**config.mk**
```make
export PLATFORM = sky130hd
export DESIGN_NAME = z_test_scheduler
export DESIGN_NICKNAME = d
export VERILOG_FILES = /design/src/rtl/zbuf_pkg.sv /design/src/rtl/zbuf_frag_fifo.sv /design/src/rtl/z_test_scheduler.sv
export SDC_FILE = /design/constraint.sdc
export NUM_CORES = 1
export LEC_CHECK = 0
export BUFFER_PORTS_ARGS = -buffer_cell sky130_fd_sc_hd__buf_2
export CAP_MARGIN = 20
export CORE_MARGIN = 5
export CORE_UTILIZATION = 50
export CTS_BUF_LIST = sky130_fd_sc_hd__clkbuf_8
export CTS_CLUSTER_SIZE = 25
export DETAILED_ROUTE_END_ITERATION = 8
export GPL_ROUTABILITY_DRIVEN = 0
export PLACE_DENSITY = 0.68
export RECOVER_POWER = 25
export SYNTH_ARGS = -nofsm -noshare
export SYNTH_HDL_FRONTEND = slang
export SYNTH_SLANG_ARGS = --single-unit
```
**constraint.sdc**
```tcl
create_clock -name clk_i -period 6.5 [get_ports clk_i]
set_input_delay 0.65 -clock clk_i [delete_from_list [all_inputs] [get_ports clk_i]]
set_output_delay 0.65 -clock clk_i [all_outputs]
set_load 0.05 [all_outputs]
```
**src/rtl/zbuf_pkg.sv**
```systemverilog
// Shared types for the z-buffer depth-test scheduler: depth functions, FSM states
// and the default fragment record.
package zbuf_pkg;

    localparam int Z_SIZE_DEF       = 8;
    localparam int X_PIXEL_SIZE_DEF = 2;
    localparam int Y_PIXEL_SIZE_DEF = 2;
    localparam int COLOR_SIZE_DEF   = 16;

    typedef enum logic [2:0] {
        Z_NEVER    = 3'd0,
        Z_LESS     = 3'd1,
        Z_EQUAL    = 3'd2,
        Z_LEQUAL   = 3'd3,
        Z_GREATER  = 3'd4,
        Z_NOTEQUAL = 3'd5,
        Z_GEQUAL   = 3'd6,
        Z_ALWAYS   = 3'd7
    } z_func_t;

    typedef enum logic [2:0] {
        S_IDLE      = 3'd0,
        S_ISSUE     = 3'd1,
        S_WAIT      = 3'd2,
        S_OUT       = 3'd3,
        S_CLR_ISSUE = 3'd4,
        S_CLR_WAIT  = 3'd5
    } sched_state_t;

    typedef struct packed {
        logic [X_PIXEL_SIZE_DEF-1:0] x;
        logic [Y_PIXEL_SIZE_DEF-1:0] y;
        logic [Z_SIZE_DEF-1:0]       z;
        z_func_t                     func;
        logic [COLOR_SIZE_DEF-1:0]   color;
    } frag_t;

endpackage

```
**src/rtl/zbuf_frag_fifo.sv**
```systemverilog
// Synchronous fragment FIFO with full/empty flags; the head entry is visible on
// data_o whenever the FIFO is non-empty.
module zbuf_frag_fifo
    import zbuf_pkg::*;
#(
    parameter int  DEPTH   = 4,
    parameter type entry_t = frag_t
) (
    input  logic   clk_i,
    input  logic   rst_ni,
    input  logic   push_i,
    input  entry_t data_i,
    input  logic   pop_i,
    output entry_t data_o,
    output logic   full_o,
    output logic   empty_o
);

    localparam int AW = $clog2(DEPTH);

    // One extra pointer bit separates the full and empty cases.
    logic [AW:0] wr_ptr_reg;
    logic [AW:0] rd_ptr_reg;
    entry_t      mem_reg [DEPTH];
    logic        do_push;
    logic        do_pop;

    assign empty_o = (wr_ptr_reg == rd_ptr_reg);
    assign full_o  = (wr_ptr_reg[AW] != rd_ptr_reg[AW]) &&
                     (wr_ptr_reg[AW-1:0] == rd_ptr_reg[AW-1:0]);
    assign do_push = push_i && !full_o;
    assign do_pop  = pop_i && !empty_o;
    assign data_o  = mem_reg[rd_ptr_reg[AW-1:0]];

    always_ff @(posedge clk_i or negedge rst_ni) begin
        if (!rst_ni) begin
            wr_ptr_reg <= '0;
            rd_ptr_reg <= '0;
            for (int i = 0; i < DEPTH; i++) begin
                mem_reg[i] <= '0;
            end
        end else begin
            if (do_push) begin
                mem_reg[wr_ptr_reg[AW-1:0]] <= data_i;
                wr_ptr_reg <= wr_ptr_reg + 1'b1;
            end
            if (do_pop) begin
                rd_ptr_reg <= rd_ptr_reg + 1'b1;
            end
        end
    end

endmodule

```
**src/rtl/z_test_scheduler.sv**
```systemverilog
// Queues fragments and issues them one at a time to the z_buffer depth test,
// forwarding passing fragments and serialising depth-buffer clears behind them.
module z_test_scheduler
    import zbuf_pkg::*;
#(
    parameter int Z_SIZE       = 8,
    parameter int X_RES        = 4,
    parameter int Y_RES        = 4,
    parameter int X_PIXEL_SIZE = $clog2(X_RES),
    parameter int Y_PIXEL_SIZE = $clog2(Y_RES),
    parameter int COLOR_SIZE   = 16,
    parameter int FIFO_DEPTH   = 4,
    parameter int CNT_SIZE     = 16
) (
    input  logic                    clk_i,
    input  logic                    rst_ni,
    input  logic                    frag_valid_i,
    output logic                    frag_ready_o,
    input  logic [X_PIXEL_SIZE-1:0] frag_x_i,
    input  logic [Y_PIXEL_SIZE-1:0] frag_y_i,
    input  logic [Z_SIZE-1:0]       frag_z_i,
    input  logic [2:0]              frag_func_i,
    input  logic [COLOR_SIZE-1:0]   frag_color_i,
    input  logic                    clear_req_i,
    output logic                    clear_ack_o,
    output logic                    zb_start_o,
    output logic                    zb_flush_o,
    output logic [X_PIXEL_SIZE-1:0] zb_pixel_x_o,
    output logic [Y_PIXEL_SIZE-1:0] zb_pixel_y_o,
    output logic [Z_SIZE-1:0]       zb_pixel_z_o,
    output logic [2:0]              zb_func_o,
    input  logic                    zb_done_i,
    input  logic                    zb_depth_pass_i,
    output logic                    out_valid_o,
    input  logic                    out_ready_i,
    output logic [X_PIXEL_SIZE-1:0] out_x_o,
    output logic [Y_PIXEL_SIZE-1:0] out_y_o,
    output logic [COLOR_SIZE-1:0]   out_color_o,
    output logic [CNT_SIZE-1:0]     pass_cnt_o,
    output logic [CNT_SIZE-1:0]     fail_cnt_o,
    output logic                    busy_o
);

    typedef struct packed {
        logic [X_PIXEL_SIZE-1:0] x;
        logic [Y_PIXEL_SIZE-1:0] y;
        logic [Z_SIZE-1:0]       z;
        z_func_t                 func;
        logic [COLOR_SIZE-1:0]   color;
    } frag_entry_t;

    sched_state_t        state_reg;
    sched_state_t        state_next;
    frag_entry_t         fifo_in;
    frag_entry_t         fifo_head;
    frag_entry_t         inflight_reg;
    logic                fifo_full;
    logic                fifo_empty;
    logic                push;
    logic                pop;
    logic                clear_pend_reg;
    logic                clear_pend_next;
    logic                clear_done;
    logic                zb_start_reg;
    logic                zb_start_next;
    logic                zb_flush_reg;
    logic                zb_flush_next;
    logic                out_valid_reg;
    logic                out_valid_next;
    logic                clear_ack_reg;
    logic                clear_ack_next;
    logic                pass_inc;
    logic                fail_inc;
    logic [CNT_SIZE-1:0] pass_cnt_reg;
    logic [CNT_SIZE-1:0] fail_cnt_reg;

    // A pending clear blocks new fragments so the flush cannot be overtaken.
    assign frag_ready_o = !fifo_full && !clear_pend_reg;
    assign push         = frag_valid_i && frag_ready_o;

    always_comb begin
        fifo_in       = '0;
        fifo_in.x     = frag_x_i;
        fifo_in.y     = frag_y_i;
        fifo_in.z     = frag_z_i;
        fifo_in.func  = z_func_t'(frag_func_i);
        fifo_in.color = frag_color_i;
    end

    zbuf_frag_fifo #(
        .DEPTH   (FIFO_DEPTH),
        .entry_t (frag_entry_t)
    ) u_fifo (
        .clk_i   (clk_i),
        .rst_ni  (rst_ni),
        .push_i  (push),
        .data_i  (fifo_in),
        .pop_i   (pop),
        .data_o  (fifo_head),
        .full_o  (fifo_full),
        .empty_o (fifo_empty)
    );

    always_comb begin
        state_next     = state_reg;
        pop            = 1'b0;
        zb_start_next  = 1'b0;
        zb_flush_next  = zb_flush_reg;
        out_valid_next = out_valid_reg;
        clear_ack_next = 1'b0;
        clear_done     = 1'b0;
        pass_inc       = 1'b0;
        fail_inc       = 1'b0;
        case (state_reg)
            S_IDLE: begin
                // Queued fragments always drain ahead of a pending clear.
                if (!fifo_empty) begin
                    pop        = 1'b1;
                    state_next = S_ISSUE;
                end else if (clear_pend_reg) begin
                    state_next = S_CLR_ISSUE;
                end
            end
            S_ISSUE: begin
                zb_start_next = 1'b1;
                zb_flush_next = 1'b0;
                state_next    = S_WAIT;
            end
            S_WAIT: begin
                if (zb_done_i) begin
                    if (zb_depth_pass_i) begin
                        pass_inc       = 1'b1;
                        out_valid_next = 1'b1;
                        state_next     = S_OUT;
                    end else begin
                        fail_inc   = 1'b1;
                        state_next = S_IDLE;
                    end
                end
            end
            S_OUT: begin
                if (out_ready_i) begin
                    out_valid_next = 1'b0;
                    state_next     = S_IDLE;
                end
            end
            S_CLR_ISSUE: begin
                zb_start_next = 1'b1;
                zb_flush_next = 1'b1;
                state_next    = S_CLR_WAIT;
            end
            S_CLR_WAIT: begin
                if (zb_done_i) begin
                    clear_ack_next = 1'b1;
                    zb_flush_next  = 1'b0;
                    clear_done     = 1'b1;
                    state_next     = S_IDLE;
                end
            end
            default: begin
                state_next = S_IDLE;
            end
        endcase
    end

    // Requests arriving while a clear is pending fold into it.
    assign clear_pend_next = clear_done ? 1'b0 : (clear_pend_reg || clear_req_i);

    always_ff @(posedge clk_i or negedge rst_ni) begin
        if (!rst_ni) begin
            state_reg      <= S_IDLE;
            inflight_reg   <= '0;
            clear_pend_reg <= 1'b0;
            zb_start_reg   <= 1'b0;
            zb_flush_reg   <= 1'b0;
            out_valid_reg  <= 1'b0;
            clear_ack_reg  <= 1'b0;
            pass_cnt_reg   <= '0;
            fail_cnt_reg   <= '0;
        end else begin
            state_reg      <= state_next;
            clear_pend_reg <= clear_pend_next;
            zb_start_reg   <= zb_start_next;
            zb_flush_reg   <= zb_flush_next;
            out_valid_reg  <= out_valid_next;
            clear_ack_reg  <= clear_ack_next;
            if (pop) begin
                inflight_reg <= fifo_head;
            end
            if (pass_inc && (pass_cnt_reg != '1)) begin
                pass_cnt_reg <= pass_cnt_reg + CNT_SIZE'(1);
            end
            if (fail_inc && (fail_cnt_reg != '1)) begin
                fail_cnt_reg <= fail_cnt_reg + CNT_SIZE'(1);
            end
        end
    end

    // Operands and payload come straight from the in-flight register, which only
    // reloads in S_IDLE, so they stay stable across start..done and while out_valid.
    assign zb_start_o   = zb_start_reg;
    assign zb_flush_o   = zb_flush_reg;
    assign zb_pixel_x_o = inflight_reg.x;
    assign zb_pixel_y_o = inflight_reg.y;
    assign zb_pixel_z_o = inflight_reg.z;
    assign zb_func_o    = inflight_reg.func;
    assign out_valid_o  = out_valid_reg;
    assign out_x_o      = inflight_reg.x;
    assign out_y_o      = inflight_reg.y;
    assign out_color_o  = inflight_reg.color;
    assign clear_ack_o  = clear_ack_reg;
    assign pass_cnt_o   = pass_cnt_reg;
    assign fail_cnt_o   = fail_cnt_reg;
    assign busy_o       = (state_reg != S_IDLE) || !fifo_empty || clear_pend_reg;

endmodule
```
After elaboration in Yosys (flattened, before gate mapping)
Index checks and enable logic that the tools add are counted.
{"block": "op_classes", "n_eq_ne": 15, "bitwise": 2, "reduce_logical": 22, "n_div": 0, "muxes": 31, "n_addsub": 4, "n_shift": 0, "magnitude_cmp": 3, "n_mul": 0}
{"op": "$bwmux 124", "n": 1}
{"op": "$mux 31", "n": 3}
{"op": "$bmux 31 s2", "n": 1}
{"op": "$demux 31 s2", "n": 1}
{"op": "$add 16x1->16 const B", "n": 2}
{"op": "$ne 16x16->1 const B", "n": 2}
{"op": "$pmux 3 s6", "n": 1}
{"op": "$mux 1", "n": 16}
{"op": "$mux 3", "n": 5}
{"op": "$logic_and 1x1->1", "n": 8}
{"op": "$ne 2x2->1 const B", "n": 4}
{"op": "$reduce_and 4->1", "n": 2}
{"op": "$add 3x1->3 const B", "n": 2}
{"op": "$eq 3x2->1 const B", "n": 2}
{"op": "$eq 3x3->1 const B", "n": 2}
{"op": "$ge 3x3->1 const B", "n": 2}
{"op": "$not 2->3", "n": 2}
{"op": "$reduce_bool 3->1", "n": 2}
{"op": "$eq 3x1->1 const B", "n": 1}
{"op": "$eq 3x3->1", "n": 1}
{"op": "$logic_not 1->1", "n": 3}
{"op": "$logic_not 3->1", "n": 1}
{"op": "$logic_or 1x1->1", "n": 3}
{"op": "$lt 3x1->1 const B", "n": 1}
{"op": "9 further kinds", "n": 9}
{"block": "word_totals", "mem_bits_ro": 0, "mem_bits_rw": 0, "elab_cells": 112, "latchBits": 0, "n_memories": 0, "reg_bits": 201}

Longest topological paths before layout
Gate-level depths: netlist of run 1.
{"block": "logic_depth", "ltp_word": 6, "ltp_mapped": 6, "depth_no_buf": 5}

Hierarchy
Synthesis of run 1 repeated with hierarchy kept, for this count alone.
{"block": "hier_totals", "hier_cells": 615, "hier_area_um2": 9698.1}
{"module": "zbuf_frag_fifo", "area_per_inst_um2": 6374.9, "instances": 1, "cells_per_inst": 345}
{"module": "z_test_scheduler", "area_per_inst_um2": 3323.2, "instances": 1, "cells_per_inst": 270}

Least setup slack after synthesis of run 1
OpenSTA, ideal clock, no wires.
{"block": "synth_timing", "path_type": "reg-to-reg", "from": "reg pass_cnt_reg[0] (netlist: pass_cnt_o[0])", "to": "reg pass_cnt_reg[1] (netlist: pass_cnt_o[1])", "path_slack_ps": 4250, "setup_ps": 125, "n_path_buf": 0, "path_stages_with_launch": 6, "arrival_time_ps": 2126, "period_less_slack_ps": 2250, "required_time_ps": 6375, "cell_sequence": "dfrtp_1 -> ha_1 -> nand4_1 -> nor4_1 -> nor2_1 -> mux2_2"}
{"block": "synth_between", "elab_chain_cells": 2}
{"item": "start, declared", "line": "z_test_scheduler.sv:74", "rtl": "logic [CNT_SIZE-1:0] pass_cnt_reg;"}
{"item": "start signal, assigned", "line": "z_test_scheduler.sv:191", "rtl": "pass_cnt_reg <= pass_cnt_reg + CNT_SIZE'(1);"}
{"item": "branches (longest 2 deep; another with $add 16x1->16)"}
Several ways; the timed one is not identified.
A chain may end at the register's enable or synchronous reset.

Worst setup path in the final report of run 1
{"block": "layout_timing", "from": "reg u_fifo.rd_ptr_reg[1]", "to": "reg u_fifo.mem_reg[1] (netlist bit)"}
{"block": "layout_between", "elab_chain_cells": 6}
{"item": "start, declared", "line": "zbuf_frag_fifo.sv:23", "rtl": "logic [AW:0] rd_ptr_reg;"}
{"item": "start signal, assigned", "line": "zbuf_frag_fifo.sv:48", "rtl": "rd_ptr_reg <= rd_ptr_reg + 1'b1;"}
{"item": "$eq 2x2->1 *", "line": "zbuf_frag_fifo.sv:30", "rtl": "(wr_ptr_reg[AW-1:0] == rd_ptr_reg[AW-1:0]);"}
{"item": "$logic_and 1x1->1 *", "line": "zbuf_frag_fifo.sv:29", "rtl": "assign full_o = (wr_ptr_reg[AW] != rd_ptr_reg[AW]) &&"}
{"item": "$logic_not 1->1 *", "line": "zbuf_frag_fifo.sv:31, z_test_scheduler.sv:78"}
{"item": "$logic_and 1x1->1", "line": "z_test_scheduler.sv:78", "rtl": "assign frag_ready_o = !fifo_full && !clear_pend_reg;"}
{"item": "$logic_and 1x1->1", "line": "z_test_scheduler.sv:79", "rtl": "assign push = frag_valid_i && frag_ready_o;"}
{"item": "$logic_and 1x1->1 *", "line": "zbuf_frag_fifo.sv:31", "rtl": "assign do_push = push_i && !full_o;"}
{"item": "end signal, assigned by index", "line": "zbuf_frag_fifo.sv:44", "rtl": "mem_reg[wr_ptr_reg[AW-1:0]] <= data_i;"}
{"item": "end, declared", "line": "zbuf_frag_fifo.sv:24", "rtl": "entry_t mem_reg [DEPTH];"}
Every way passes the cells marked *; elsewhere a longest branch is shown, timed or not.

==> out/qor.yml, run 1 <==
dieArea_mm2: 0.02051
layout_commonest_cell: "dfrtp_1"
cts_buffer_depth: 3
wl_per_cell_um: 18.59
finalHoldViolCount: 0
fin_area_mm2: 0.01024
layout-drive-gt1-share_pct: 48.23
wirelength_um: 17870
swShare_pct: 36.75
synth.distinct_cells: 42
synthesis.area_mm2: 0.008875
drtIter0Drc: 165
power.leakage_nw: 5.173
final_cell_mix: "dfrtp_1 (199), mux2_2 (160), buf_2 (108)"
slew_viol_final: 0
via_count: 5348
cp.required_ns: 6.87
placed_area_mm2: 0.009593
cpPeakStageDelay_ns: 0.97
ys.flop_type: "dfrtp_1"
ys_ff_latch: 201
ys_seq_area_share_pct: 56.68
vias_per_cell: 5.565
gr-usage-all-layers_pct: 17.84
clock_power_share_pct: 22.0
post_cts_buffers: 0
die_h_um: 143.2
slew_headroom_pct: 33.20
power.density_mw_per_mm2: 466.9
path_clk_slew_ns: 0.06
antenna_left: 0
initial_core_util_pct: 51.13
synth_nets: 648
yosys_warnings: 0
largest_reg_flops: 124
nNetsFinal: 763
route.detailed.drc: 0
io_pins: 111
status: "finished, final reports clean"
antenna_found_initial: 1
ctsHoldBuffers: 0
post_cts_resized: 0
p_comb_share_pct: 36.4
critical_path_buf_inv_count: 0
async_flop_share_pct: 100.0
period_needed_ns: 3.453
clkSinkCount: 201
syn2layout_area_growth_pct: 15.42
design.core.area_mm2: 0.01736
cts_buffers: 34
root_buffer: "clkbuf_8"
clkLatencyLatePin_ns: 0.51
ir_worst_vdd_uv: 274.3
period_share_pct: 53.13
worst_path_max_delay_cell: "dfrtp_2"
cp_max_fo: 34
cp.arrival_ns: 3.83
tritoncts: "done"
worst_slew_pin_slew_ns: 0.9985
cts_max_level: 2
grt_pass1_wl_um: 29350
hp-class: "in -> reg"
rsz0062_at_grt: "false"
grt_max_degree: 131
io_buffers: 110
avgSynthCellArea_um2: 14.72
path_delay_family: "flip-flops"
tns_ns: 0
grt_remaining_overflow: 0
drv_cap: 0
die_x_um: 143.2
start_kind: "flop"
num_rows: 48
fin_skew_ns: 0.02243
path_cells: "xnor2_1 -> a311oi_2 -> nand2_2 -> mux2_2"
diodes: 0
critPathKind: "reg -> reg"
dp.cells: 905
fmax_mhz: 289.6
firstDrtPassIters: 4
synth_edf_count: 0
cell_internal_pwr_mw: 3.025
netSwitchingPower_mw: 1.758
power_frac_seq_pct: 41.6
final_cells: 961
setup_viol: 0
grt_pass1_vias: 5703
worst_setup_path_end_kind: "flop"
synthCells: 603
dp_hpwl_um: 11350
[layer usage]
layer  routed length [µm]  GRT usage (%)  vias up
met5                    7              0        -
met4                  395          5.649        2
met3                  968          3.784       39
met2                 8718          28.96      144
met1                 7775          24.32     2731
li1                     -              -     2432
[power by group through the flow]
stage	sequential [mW]	clock, mW	combinational [mW]
3_5_place_dp	2.01	0	1.77
6_report	1.99	1.05	1.74
2_1_floorplan	2.29	0	1.04
3_3_place_gp	1.97	0	1.72
4_1_cts	1.99	1.09	1.77
5_1_grt	2.05	1.15	1.88
[final cells by class]
cell class                 count  area [µm²]
clock buffer                  41       564.3
clock inverter                13       60.06
fill                        1393        7113
inverter                      12       45.04
multi-input combinational    354        3652
sequential                   201        5032
tap                          225       281.5
timing repair buffer         115       608.1
[worst paths after layout]
kind,cells after the start,slack (ns),startpoint,end
max reg2reg,4,3.05,u_fifo.rd_ptr_reg[1]$_DFFE_PN0P_,u_fifo.mem_reg[1]$_DFFE_PN0P_
min,3,0.38,clear_req_i,clear_pend_reg$_DFF_PN0_
max,4,3.05,u_fifo.rd_ptr_reg[1]$_DFFE_PN0P_,u_fifo.mem_reg[1]$_DFFE_PN0P_
max in group asynchronous,4,3.72,rst_ni,u_fifo.rd_ptr_reg[1]$_DFFE_PN0P_
min reg2reg,1,0.49,fail_cnt_o[7]$_DFFE_PN0P_,fail_cnt_o[7]$_DFFE_PN0P_
min in group asynchronous,2,0.81,rst_ni,pass_cnt_o[8]$_DFFE_PN0P_
[cell usage after synthesis (3+ instances only)]
master / instances / area share, %
nand4_1: 11 / 0.78
or3_1: 3 / 0.21
dfrtp_1: 201 / 57
nand2_1: 16 / 0.68
mux4_2: 31 / 7.9
xor2_1: 21 / 2.1
mux2i_1: 3 / 0.34
nor2_1: 10 / 0.42
buf_4: 4 / 0.34
inv_1: 12 / 0.51
and4_1: 3 / 0.30
nand3_1: 12 / 0.68
mux2_2: 160 / 20
nor3_1: 8 / 0.45
xnor2_1: 13 / 1.3
buf_2: 17 / 0.96
nor3b_1: 4 / 0.34
nor2b_1: 4 / 0.28
clkbuf_1: 12 / 0.51
o21ai_0: 5 / 0.28
a21oi_1: 4 / 0.23
ha_1: 7 / 0.99
a31oi_1: 3 / 0.21
a2111oi_0: 4 / 0.39
nor4b_1: 5 / 0.49
and3_1: 7 / 0.49
[through the flow]
step | hold WS [ns] | util, % | power (mW) | worst slack, ns
after floorplan | 0.3544 | - | 3.335 | 4.250
after global placement | 0.4675 | 55.27 | 3.693 | 3.209
after detailed placement | 0.4774 | 55.27 | 3.782 | 3.046
after CTS | 0.3492 | 58.87 | 4.849 | 3.030
after global routing | 0.3696 | 59.02 | 5.075 | 2.877
final | 0.3800 | 59.02 | 4.783 | 3.047
[worst min-delay path, stage by stage]
cell and delay [ns]:
buf_2 0.08, nor2_1 0.03, nor2_1 0.08
[cells by family (layout without fill, tap and decap cells)]
family,count (synthesis),count (layout),synth area share (%)
compound gates,28,28,2.284
fa+ha+maj,7,7,0.9868
simple gates,91,91,5.738
flops,201,201,56.68
buf+inv,48,181,2.453
xor+xnor,34,34,3.355
mux,194,194,28.51
No activity file was read; power rests on OpenSTA's default activity.
==> run 2, diff against run 1 <==
PLACE_DENSITY = 0.71   (was 0.68)
clock period = 2.92 ns   (was 6.5 ns; I/O delays follow)
==> run 2 against run 1 <==
  * Sequential power is 120% higher
  * Final cell count up 1.6%
  * Worst setup slack worse by 2.7 ns
  * Largest power group unchanged
  * Clock skew fell by 0.0076 ns
  * Critical path depth is 2 higher
  * Via count increased by 1.7%
  * Wire length increased by 0.55%
==> out/qor.yml, run 2 (synthesis results as in run 1) <==
status: "finished, final reports clean"
dp_hpwl_um: 11570
diodes: 0
num_rows: 48
cp.arrival_ns: 2.94
critical_path_buf_inv_count: 2
via_count: 5440
hp-class: "in -> reg"
period_needed_ns: 2.562
wirelength_um: 17960
cpPeakStageDelay_ns: 0.62
cts_buffer_depth: 3
drtIter0Drc: 210
layout_commonest_cell: "dfrtp_1"
wl_per_cell_um: 18.41
holdPathEnd: "clear_pend_reg$_DFF_PN0_"
worst_setup_path_end_kind: "flop"
placed_area_mm2: 0.009738
cts_buffers: 34
fillers: 1356
clock_power_share_pct: 21.9
power.density_mw_per_mm2: 1035
grt_pass1_vias: 5832
rsz0062_at_grt: "false"
critPathKind: "reg -> reg"
grt_max_degree: 83
slew_headroom_pct: 7.395
layout-drive-gt1-share_pct: 49.00
path_delay_family: "compound AO/OA/AOI/OAI gates"
final_cell_mix: "dfrtp_1 (199), mux2_2 (160), buf_2 (109)"
swShare_pct: 36.45
netSwitchingPower_mw: 3.922
antenna_found_initial: 1
antenna_left: 0
firstDrtPassIters: 4
syn2layout_area_growth_pct: 17.16
setup_ws_ns: 0.3581
tritoncts: "done"
timing.rr.end: "u_fifo.mem_reg[88]$_DFFE_PN0P_"
io_buffers: 110
tns_ns: 0
period_share_pct: 87.74
io_pins: 111
p_comb_share_pct: 37.7
cell_internal_pwr_mw: 6.838
cp.required_ns: 3.30
design.core.area_mm2: 0.01736
setup_viol: 0
min-delay-start: "clear_req_i"
worst_path_max_delay_cell: "a311oi_2"
die_h_um: 143.2
grt_remaining_overflow: 0
ir_worst_vdd_uv: 631.4
gr-usage-all-layers_pct: 18.35
nNetsFinal: 774
post_cts_resized: 0
power_frac_seq_pct: 40.4
dp_slack_ns: 0.3770
min_delay_path_depth: 3
slew_viol_final: 0
power.leakage_nw: 5.277
root_buffer: "clkbuf_8"
die_x_um: 143.2
fmax_mhz: 390.3
vias_per_cell: 5.574
cp_max_fo: 16
rrSetupSlack_ns: 0.36
grt_pass1_wl_um: 30110
clkSinkCount: 201
finalHoldViolCount: 0
fin_area_mm2: 0.01040
p_total_mw: 10.76
reg2reg_from: "u_fifo.wr_ptr_reg[1]$_DFFE_PN0P_"
largest_reg_flops: 124
path_clk_slew_ns: 0.06
clkLatencyLatePin_ns: 0.50
cts_max_level: 2
start_kind: "flop"
fin_skew_ns: 0.01487
worst_slew_pin_slew_ns: 1.389
final_core_util_pct: 59.90
path_cells: "xnor2_1 -> buf_4 -> a311oi_2 -> nand2_2 -> buf_12 -> mux2_2"
drv_cap: 0
initial_core_util_pct: 51.13
rr_worst_depth: 6
route.detailed.drc: 0
dieArea_mm2: 0.02051
run 2: cell types whose count changed in the layout (fill, tap and decap cells not counted), sizes merged:
cell / before / now
inv: 24 / 25
buf: 112 / 122
clkbuf: 43 / 45
clkinv: 1 / 2
dlygate4sd3: 1 / 2
run 2: worst max-delay path by stage:
stage	from	end	slack (ns)	depth (start not counted)
after floorplan	pass_cnt_o[0]$_DFFE_PN0P_	pass_cnt_o[1]$_DFFE_PN0P_	0.67	5
after global placement	state_reg[0]$_DFFE_PN0P_	pass_cnt_o[11]$_DFFE_PN0P_	0.50	4
after detailed placement	u_fifo.wr_ptr_reg[1]$_DFFE_PN0P_	u_fifo.mem_reg[84]$_DFFE_PN0P_	0.38	6
after CTS	u_fifo.wr_ptr_reg[1]$_DFFE_PN0P_	u_fifo.mem_reg[88]$_DFFE_PN0P_	0.37	6
after global routing	u_fifo.wr_ptr_reg[1]$_DFFE_PN0P_	u_fifo.mem_reg[88]$_DFFE_PN0P_	0.26	6
final	u_fifo.wr_ptr_reg[1]$_DFFE_PN0P_	u_fifo.mem_reg[88]$_DFFE_PN0P_	0.36	6
run 2: power by group through the flow:
| stage | combinational [mW] | clock [mW] | sequential (mW) |
|---|---|---|---|
| 4_1_cts | 4.12 | 2.46 | 4.34 |
| 5_1_grt | 4.36 | 2.58 | 4.46 |
| 2_1_floorplan | 2.32 | 0 | 5.10 |
| 6_report | 4.05 | 2.36 | 4.35 |
| 3_3_place_gp | 4.00 | 0 | 4.30 |
| 3_5_place_dp | 4.12 | 0 | 4.39 |
run 2: final cells by class:
type,count,area [µm²],share of cell area (%)
Tap cell,225,281.5,2.708
Multi-Input combinational cell,354,3652,35.13
Timing Repair Buffer,126,735.7,7.076
Inverter,12,45.04,0.4332
Clock inverter,15,58.81,0.5656
Sequential cell,201,5032,48.40
Clock buffer,43,591.8,5.692
run 2: what timing repair did:
action	in CTS	in global routing
setup buffers	0	0
hold endpoints to repair	54	0
hold buffers	2	0
run 2: through the flow:
stage	instances	hold slack, ns
2_1_floorplan	603	-0.003591
3_3_place_gp	916	0.2766
3_5_place_dp	916	0.2812
4_1_cts	976	0.01270
5_1_grt	976	0.03948
6_report	976	0.04618
run 2: layer usage:
layer,GRT usage [%],wire [µm]
met5,0,20
met4,5.055,306
met3,4.555,1021
met2,29.97,8926
met1,24.75,7689
run 2: worst reg2reg max path, stage by stage (launching register included):
cell and delay, ns:
dfrtp_1 0.43, xnor2_1 0.15, buf_4 0.16, a311oi_2 0.62, nand2_2 0.49, buf_12 0.32
mux2_2 0.29
==> run 3, diff against run 2 <==
BUFFER_PORTS_ARGS = unset   (was -buffer_cell sky130_fd_sc_hd__buf_2)
DONT_BUFFER_PORTS = 1   (was unset)
PLACE_DENSITY = 0.66   (was 0.71)
==> run 3 against run 2 <==
  * The run now ends with negative hold slack left
  * Final cell count is 7.3% lower
  * Design area is 2.0% lower
  * Die area stayed put
  * Clock skew is 0.0012 ns lower
  * Worst setup slack better by 0.075 ns
  * Worst hold slack worse by 0.56 ns
  * Global-route usage is 0.61 points lower
  * Sequential cell count stayed put
  * Clock power is 6% higher
  * Clock-buffer cell count is 3 higher
  * Largest power group unchanged
==> out/qor.yml, run 3 (synthesis results as in run 1) <==
grt_use_met1_pct: 22.61
busiest_layer: "met2"
status: "finished with violations"
layout_commonest_cell: "dfrtp_1"
nNetsFinal: 701
slew_viol_final: 0
period_needed_ns: 2.487
grt_pass1_vias: 5570
cts_max_level: 2
gr-usage-met3_pct: 4.555
vias_per_cell: 5.699
clkLatencyLatePin_ns: 0.50
post_cts_buffers: 0
die_h_um: 143.2
fillers: 1358
path_clk_slew_ns: 0.06
start_kind: "flop"
crit_start: "u_fifo.wr_ptr_reg[0]$_DFFE_PN0P_"
grt_remaining_overflow: 0
cp.arrival_ns: 2.19
whs_ns: -0.5112
root_buffer: "clkbuf_8"
grt_util_met2_pct: 29.72
post_cts_resized: 0
fin_skew_ns: 0.01365
layout-drive-gt1-share_pct: 38.97
firstDrtPassIters: 4
p_total_mw: 10.53
dieArea_mm2: 0.02051
final_cell_mix: "dfrtp_1 (199), mux2_2 (160), clkbuf_8 (46)"
num_rows: 48
violations: "negative hold slack"
drv_cap: 0
finalHoldViolCount: 201
wirelength_um: 17790
power.density_mw_per_mm2: 1033
multiInputGateArea_mm2: 0.003652
fmax_mhz: 402.1
syn2layout_area_growth_pct: 14.80
rsz0062_at_grt: "false"
initial_core_util_pct: 51.13
gr-usage-all-layers_pct: 17.74
die_x_um: 143.2
ctsHoldBuffers: 34
critPathKind: "reg -> out"
cts_buffers: 36
antenna_left: 0
route.detailed.drc: 0
power.leakage_nw: 4.907
ir_worst_vdd_uv: 566.4
wl_per_cell_um: 19.66
tritoncts: "done"
final_core_util_pct: 58.70
dp_hpwl_um: 10910
grt_pass1_wl_um: 29050
cts_buffer_depth: 3
period_share_pct: 85.16
cp_max_fo: 4
slew_headroom_pct: 36.84
clkSinkCount: 201
worst_slew_pin_slew_ns: 0.9474
grt_max_degree: 202
reg2reg_from: "state_reg[0]$_DFFE_PN0P_"
regArea_mm2: 0.005032
io_buffers: 0
setup_viol: 0
largest_reg_flops: 124
design.core.area_mm2: 0.01736
io_pins: 111
cp.required_ns: 2.63
diodes: 0
tns_ns: 0
worst_setup_path_end_kind: "output pin"
antenna_found_initial: 0
via_count: 5158
drtIter0Drc: 167
hp-class: "in -> async"
-- run 3: changes by cell type in the layout (fill, tap and decap cells not counted) --
| cell | previous run | this run |
|---|---|---|
| clkbuf_2 | 2 | 0 |
| clkbuf_8 | 43 | 46 |
| buf_12 | 5 | 1 |
| clkinv_2 | 2 | 3 |
| buf_2 | 109 | 0 |
| dlygate4sd3_1 | 2 | 34 |
| buf_4 | 8 | 16 |
-- run 3: path summary, 6_finish.rpt --
| path | endpoint | slack [ns] | cells after the start |
|---|---|---|---|
| max | busy_o | 0.43 | 3 |
| min | pass_cnt_o[8]$_DFFE_PN0P_ | -0.51 | 0 |
| max reg2reg | pass_cnt_o[11]$_DFFE_PN0P_ | 0.47 | 4 |
| min reg2reg | u_fifo.mem_reg[10]$_DFFE_PN0P_ | 0.50 | 1 |
| max in group asynchronous | u_fifo.rd_ptr_reg[1]$_DFFE_PN0P_ | 3.07 | 0 |
| min in group clk_i | state_reg[0]$_DFFE_PN0P_ | 0.08 | 4 |
-- run 3: worst max-delay path, stage by stage (launching register included) --
cell and delay (ns):
dfrtp_1 0.42, xnor2_1 0.44, nand3_1 0.21, or3_1 0.63
-- run 3: routing by layer --
metal	share of wire [%]	wire length, µm
met5	0	0
met2	50	8812
met3	7.2	1276
met1	42	7406
met4	1.7	294
-- run 3: cell type report --
cell class	count	share of cell area, %
flip-flops and latches	201	49.39
multi-input cells	354	35.85
clock buffers	46	6.214
repair buffers	51	4.716
well taps	225	2.763
clock inverters	16	0.6263
inverters	12	0.4421
-- run 3: stage by stage --
step | std cells | worst slack [ns] | cell area (µm²)
after floorplan | 603 | 0.6695 | 8875
after global placement | 809 | 0.5183 | 9151
after detailed placement | 809 | 0.4868 | 9151
after CTS | 905 | 0.3923 | 10190
after global routing | 905 | 0.3283 | 10190
final | 905 | 0.4333 | 10190
-- run 3: where the power goes --
group / switching, mW / internal (mW)
Clock: 1.09 / 1.40
Sequential: 1.66 / 3.73
Combinational: 1.08 / 1.56
